File: src/rtl/car_lane_ctrl.sv
// Per-lane car motion controller: advances the car sprite origin once per
// N frame ticks with wrap-around and latches a collision against the player.
module car_lane_ctrl #(
  parameter int H_RES    = 640,
  parameter int SPRITE_W = 32,
  parameter int SPRITE_H = 32,
  parameter int SPD_W    = 4,
  parameter int DIV_W    = 4
) (
  input  logic             clk,
  input  logic             reset,
  input  logic             frame_tick,
  input  logic             en,
  input  logic             dir,
  input  logic [SPD_W-1:0] speed,
  input  logic [DIV_W-1:0] frame_div,
  input  logic             load,
  input  logic [10:0]      x_init,
  input  logic [10:0]      y_lane,
  input  logic [10:0]      px,
  input  logic [10:0]      py,
  input  logic             clr_hit,
  output logic [10:0]      x0,
  output logic [10:0]      y0,
  output logic             hit,
  output logic             moving
);

  typedef enum logic [1:0] {
    IDLE = 2'd0,
    RUN  = 2'd1,
    HALT = 2'd2
  } state_t;

  localparam logic [11:0] HRES12 = 12'(H_RES);
  localparam logic [11:0] SW12   = 12'(SPRITE_W);
  localparam logic [11:0] SH12   = 12'(SPRITE_H);

  state_t           state, state_nx;
  logic [DIV_W-1:0] div_cnt, div_nx;
  logic [10:0]      x_nx, y_nx;
  logic             hit_nx;
  logic [11:0]      dx, dy, adx, ady;
  logic             overlap;
  logic             step_due;

  // One move step in 12-bit arithmetic; result always lies in [0, H_RES-1].
  function automatic logic [10:0] move_x(input logic [10:0] x,
                                         input logic [SPD_W-1:0] spd,
                                         input logic left);
    logic [11:0] x12;
    logic [11:0] sp12;
    logic [11:0] s12;
    x12  = {1'b0, x};
    sp12 = 12'(spd);
    if (left) begin
      if (x12 < sp12) s12 = x12 + HRES12 - sp12;
      else            s12 = x12 - sp12;
    end else begin
      s12 = x12 + sp12;
      if (s12 >= HRES12) s12 = s12 - HRES12;
      else               s12 = s12;
    end
    return s12[10:0];
  endfunction

  // Bounding-box overlap on the current registered origins (no wrap awareness).
  always_comb begin
    dx      = {1'b0, x0} - {1'b0, px};
    dy      = {1'b0, y0} - {1'b0, py};
    adx     = dx[11] ? (12'd0 - dx) : dx;
    ady     = dy[11] ? (12'd0 - dy) : dy;
    overlap = (adx < SW12) && (ady < SH12);
  end

  // Next-state, divider, position and hit-latch logic; load overrides all.
  always_comb begin
    state_nx = state;
    div_nx   = div_cnt;
    x_nx     = x0;
    y_nx     = y0;
    hit_nx   = hit;
    step_due = (div_cnt == frame_div);
    if (load) begin
      x_nx     = x_init;
      y_nx     = y_lane;
      div_nx   = '0;
      hit_nx   = 1'b0;
      state_nx = IDLE;
    end else begin
      case (state)
        IDLE: begin
          if (en) state_nx = RUN;
          else    state_nx = IDLE;
        end
        RUN: begin
          if (!en) begin
            state_nx = IDLE;
          end else if (frame_tick) begin
            // Divider keeps counting on a collision tick; only the move is dropped.
            if (step_due) div_nx = '0;
            else          div_nx = div_cnt + {{(DIV_W-1){1'b0}}, 1'b1};
            if (overlap) begin
              hit_nx   = 1'b1;
              state_nx = HALT;
            end else if (step_due) begin
              x_nx = move_x(x0, speed, dir);
            end else begin
              x_nx = x0;
            end
          end else begin
            state_nx = RUN;
          end
        end
        HALT: begin
          if (clr_hit) begin
            hit_nx   = 1'b0;
            state_nx = en ? RUN : IDLE;
          end else begin
            state_nx = HALT;
          end
        end
        default: state_nx = IDLE;
      endcase
    end
  end

  // State and registered outputs.
  always_ff @(posedge clk) begin
    if (reset) begin
      state   <= IDLE;
      div_cnt <= '0;
      x0      <= 11'd0;
      y0      <= 11'd0;
      hit     <= 1'b0;
      moving  <= 1'b0;
    end else begin
      state   <= state_nx;
      div_cnt <= div_nx;
      x0      <= x_nx;
      y0      <= y_nx;
      hit     <= hit_nx;
      moving  <= (state_nx == RUN);
    end
  end

endmodule

File: config.mk
export PLATFORM = sky130hd
export DESIGN_NAME = car_lane_ctrl
export DESIGN_NICKNAME = d
export VERILOG_FILES = /design/src/rtl/car_lane_ctrl.sv
export SDC_FILE = /design/constraint.sdc
export NUM_CORES = 1
export LEC_CHECK = 0
export ABC_AREA = 0
export CAP_MARGIN = 40
export CORE_ASPECT_RATIO = 1.4
export CORE_MARGIN = 2
export CORE_UTILIZATION = 25
export DETAILED_ROUTE_END_ITERATION = 7
export PLACE_DENSITY = 0.42
export SLEW_MARGIN = 20
export SYNTH_ARGS = -nofsm -noshare
export SYNTH_HDL_FRONTEND = slang
export SYNTH_SLANG_ARGS = --single-unit
File: constraint.sdc
create_clock -name clk -period 5.2 [get_ports clk]
set_input_delay 1.56 -clock clk [delete_from_list [all_inputs] [get_ports clk]]
set_output_delay 1.56 -clock clk [all_outputs]
set_load 0.1 [all_outputs]
==> flow_summary_export.csv <==
group,metric,value,unit
status,status,"complete, no violations",
sta,skew,0.002637,ns
yosys,synth_edf_count,0,
sta,maxSlewHeadroom,0.6140,
detailed_routing,detail_route.wl_per_cell,15.79,um
clock_tree,holdBufCountCts,0,
final_layout,drive_gt1_frac,0.09416,
clock_tree,tritoncts,"done",
worst_hold_path,hold_path.class,"flip-flop to flip-flop",
floorplan,design.die.area,0.01657,sq mm
yosys,synth-seq-area-share,0.1546,
run,maxCapViolations,0,
worst_setup_path,critical_path.max_stage_delay,0.54,ns
yosys,post_synth.cell_area_avg,7.663,sq um
sta,setup_viol,0,
final_layout,fin_area,0.005490,sq mm
worst_setup_path,r2r_end,"x0[4]",
worst_setup_path,reg2reg_slack,1.63,ns
sta,maxClockFrequency,209.8,MHz
clock_tree,clkTransAtPathRegs,0.05,ns
yosys,synth.net_count,623,
yosys,synth_register_bits,30,
detailed_routing,vias_per_cell,4.948,
clock_tree,clock-sinks,30,
sta,grt_setup_unrepaired,"no",
power,power.static_leakage,2.347,nW
clock_tree,cts-root-to-sink-buffers,2,
floorplan,initial_core_util,0.2570,
worst_setup_path,worstSetupStartpointType,"input pin",
power,p_per_area,193.2,mW/mm^2
yosys,yosys_warnings,0,
worst_setup_path,crit_chain,"clkdlybuf4s50_1 -> inv_1 -> ha_1 -> nor2b_1 -> o2111ai_1 -> a21oi_1 -> nor2_1 -> o311ai_1 -> and4_1 -> a31o_2 -> o2111a_2 -> nor4_1 -> a311o_1",
worst_setup_path,crit_path_top_delay_cell,"sky130_fd_sc_hd__clkdlybuf4s50_1",
sta,whs,0.4964,ns
global_route,grt_max_degree,24,
clock_tree,clk_root_buffer_cell,"sky130_fd_sc_hd__clkbuf_16",
placement,place_area,0.005339,sq mm
yosys,netlist-cell-type-count,66,
worst_setup_path,worst-path-max-fanout,14,
global_route,global_route.usage.total,0.1587,
detailed_routing,postRouteWirelength,12760,um
sta,worst_pin_slew,0.5782,ns
yosys,post-synth-top-area-fraction,0.1610,
clock_tree,cts.htree.levels,2,
floorplan,core_area,0.01512,sq mm
yosys,yosysTopAreaCell,"sky130_fd_sc_hd__ha_1",
clock_tree,worstSkewPairLatency,0.28,ns
final_layout,antenna_cells,0,
yosys,postSynth.asyncResetShare,0,
worst_setup_path,register_to_register_path_depth,12,
detailed_routing,detailed_route_iter0_violations,93,
clock_tree,number_of_buffers_added_by_the_clock_tree_synthesis_step,5,
detailed_routing,route.antenna.remaining_nets,0,
clock_tree,postCtsResizedCells,0,
placement,port_buffers,82,
worst_setup_path,required_worst_endpoint,5.37,ns
placement,finalWeightedCongestion,0.8123,
detailed_routing,drc_errors,0,
yosys,synth_top_cells_by_area,"sky130_fd_sc_hd__ha_1 (16%), sky130_fd_sc_hd__dfxtp_1 (15%), sky130_fd_sc_hd__inv_1 (5.4%)",
worst_setup_path,critical_path.startpoint,"px[1]",
global_route,grt_first_pass_wirelength,20780,um
clock_tree,post-cts-setup-buffers,0,
worst_setup_path,cp.arrival,4.93,ns
worst_setup_path,crit-reg2reg-launch,"x0[1]",
sta,final.min_clock_period,4.766,ns
worst_setup_path,endpoint,"x0[4]",
power,power.ir.vdd_worst,0.1380,mV
sta,hold_viol_final,0,
sta,setup-tns-final,0,ns
detailed_routing,dr_total_vias,3998,
final_layout,number_of_filler_instances_in_the_final_layout,1593,
final_layout,design.final.nets,731,
yosys,synth_flop_cell,"sky130_fd_sc_hd__dfxtp_1",
detailed_routing,drt_pass1_iterations,4,
placement,place.detailed.hpwl,10620,um
final_layout,multi_input_area,0.002999,sq mm
yosys,postSynthCellCount,507,
yosys,syn_area,0.003885,sq mm
final_layout,post_layout_util,0.3631,
sta,finalCritPeriodShare,0.9166,
global_route,global_route.overflow_total,0,
final_layout,area_growth_syn_to_layout,41.32,%
worst_setup_path,timing.setup.critical_path_class,"input pin to flip-flop",
floorplan,ios,83,
final_layout,seq_area,600.6,sq um
power,power.total,1.061,mW
global_route,antenna_found_initial,0,
floorplan,die_w,109.4,um
global_route,first_global_vias,4092,
sta,final_max_slew_viol_count,0,
floorplan,placement_rows,53,
worst_setup_path,critical_path.endpoint_type,"flip-flop",
floorplan,die_height,151.5,um
-- worst min path at each step --
stage | start | end | slack, ns | cells past startpoint
global placement | state[1] | hit | 0.49 | 1
global route | state[1] | hit | 0.54 | 1
detailed placement | state[1] | hit | 0.48 | 1
floorplan | state[1] | hit | 0.44 | 1
finish | state[1] | hit | 0.50 | 1
CTS | state[1] | hit | 0.49 | 1
-- cell usage after synthesis (11+ instances only) --
master / n
sky130_fd_sc_hd__nor2_1: 47
sky130_fd_sc_hd__mux2i_1: 17
sky130_fd_sc_hd__xnor2_1: 14
sky130_fd_sc_hd__o21ai_0: 19
sky130_fd_sc_hd__ha_1: 50
sky130_fd_sc_hd__clkbuf_1: 11
sky130_fd_sc_hd__a21oi_1: 37
sky130_fd_sc_hd__xor2_1: 13
sky130_fd_sc_hd__dfxtp_1: 30
sky130_fd_sc_hd__a31oi_1: 12
sky130_fd_sc_hd__nand2_1: 40
sky130_fd_sc_hd__inv_1: 56
sky130_fd_sc_hd__nand3_1: 12
-- registers in the layout, summed over array words and instances (netlist names) --
signal   count
x0          11
moving       1
state        2
div_cnt      4
y0          11
hit          1
-- through the flow --
stage	setup WS, ns	instances
2_1_floorplan	0.9481	507
3_3_place_gp	0.1891	775
3_5_place_dp	0.1768	800
4_1_cts	0.4513	808
5_1_grt	0.1946	808
6_report	0.4336	808
-- layer usage --
metal	share of wire	vias to the layer above	global-route usage
li1	-	2056	-
met5	0	-	0
met3	0.053	12	0.03080
met1	0.45	1829	0.1967
met4	0.012	0	0.02658
met2	0.49	101	0.2855
-- layout by cell type (no fill, tap or decap), drive strengths merged, types with 3 or more instances in the layout --
cell           count
o221ai             3
and3               3
nand2b             6
fa                 7
clkbuf             6
nand4              3
or3                3
nand2             40
mux2               5
o21ai             21
o211ai             5
nor2b              6
o21a               4
clkdlybuf4s50     82
a31oi             12
or4                5
nor4               7
mux2i             17
buf               34
inv               56
a41oi              3
o311ai             4
o211a              3
xor2              13
a21o               5
ha                50
o31ai              3
a211oi             5
nor2              47
o2111ai            8
a21oi             41
dfxtp             30
nand3             12
a311oi             4
nor3               8
xnor2             14
o21bai            10
-- power by group --
part / leakage, nW / total [mW] / switching, mW / internal [mW]
clock network: 0.0729 / 0.297 / 0.108 / 0.189
logic: 2.03 / 0.501 / 0.284 / 0.217
registers: 0.247 / 0.262 / 0.0209 / 0.241
-- kinds of logic after synthesis --
kind of cell,Yosys count,share of synthesized area
multiplexers,22,0.05829
buffers and inverters,71,0.07343
flip-flops,30,0.1546
adder cells (fa/ha/maj),57,0.1971
XOR/XNOR,27,0.06087
AO/OA/AOI/OAI,148,0.2641
AND/OR/NAND/NOR,152,0.1916
-- critical path: cells and delay by family --
kind | cells | cell delay (ns)
fa+ha+maj | 1 | 0.26
compound gates | 6 | 1.76
simple gates | 4 | 0.74
buf+inv | 2 | 0.60
-- cell type report --
| type | count | area share |
|---|---|---|
| multi-input cells | 406 | 0.5463 |
| repair buffers | 116 | 0.2347 |
| flip-flops and latches | 30 | 0.1094 |
| well taps | 192 | 0.04376 |
| inverters | 56 | 0.03829 |
| clock buffers | 6 | 0.02530 |
| clock inverters | 2 | 0.002279 |
No activity file was read; power rests on OpenSTA's default activity.
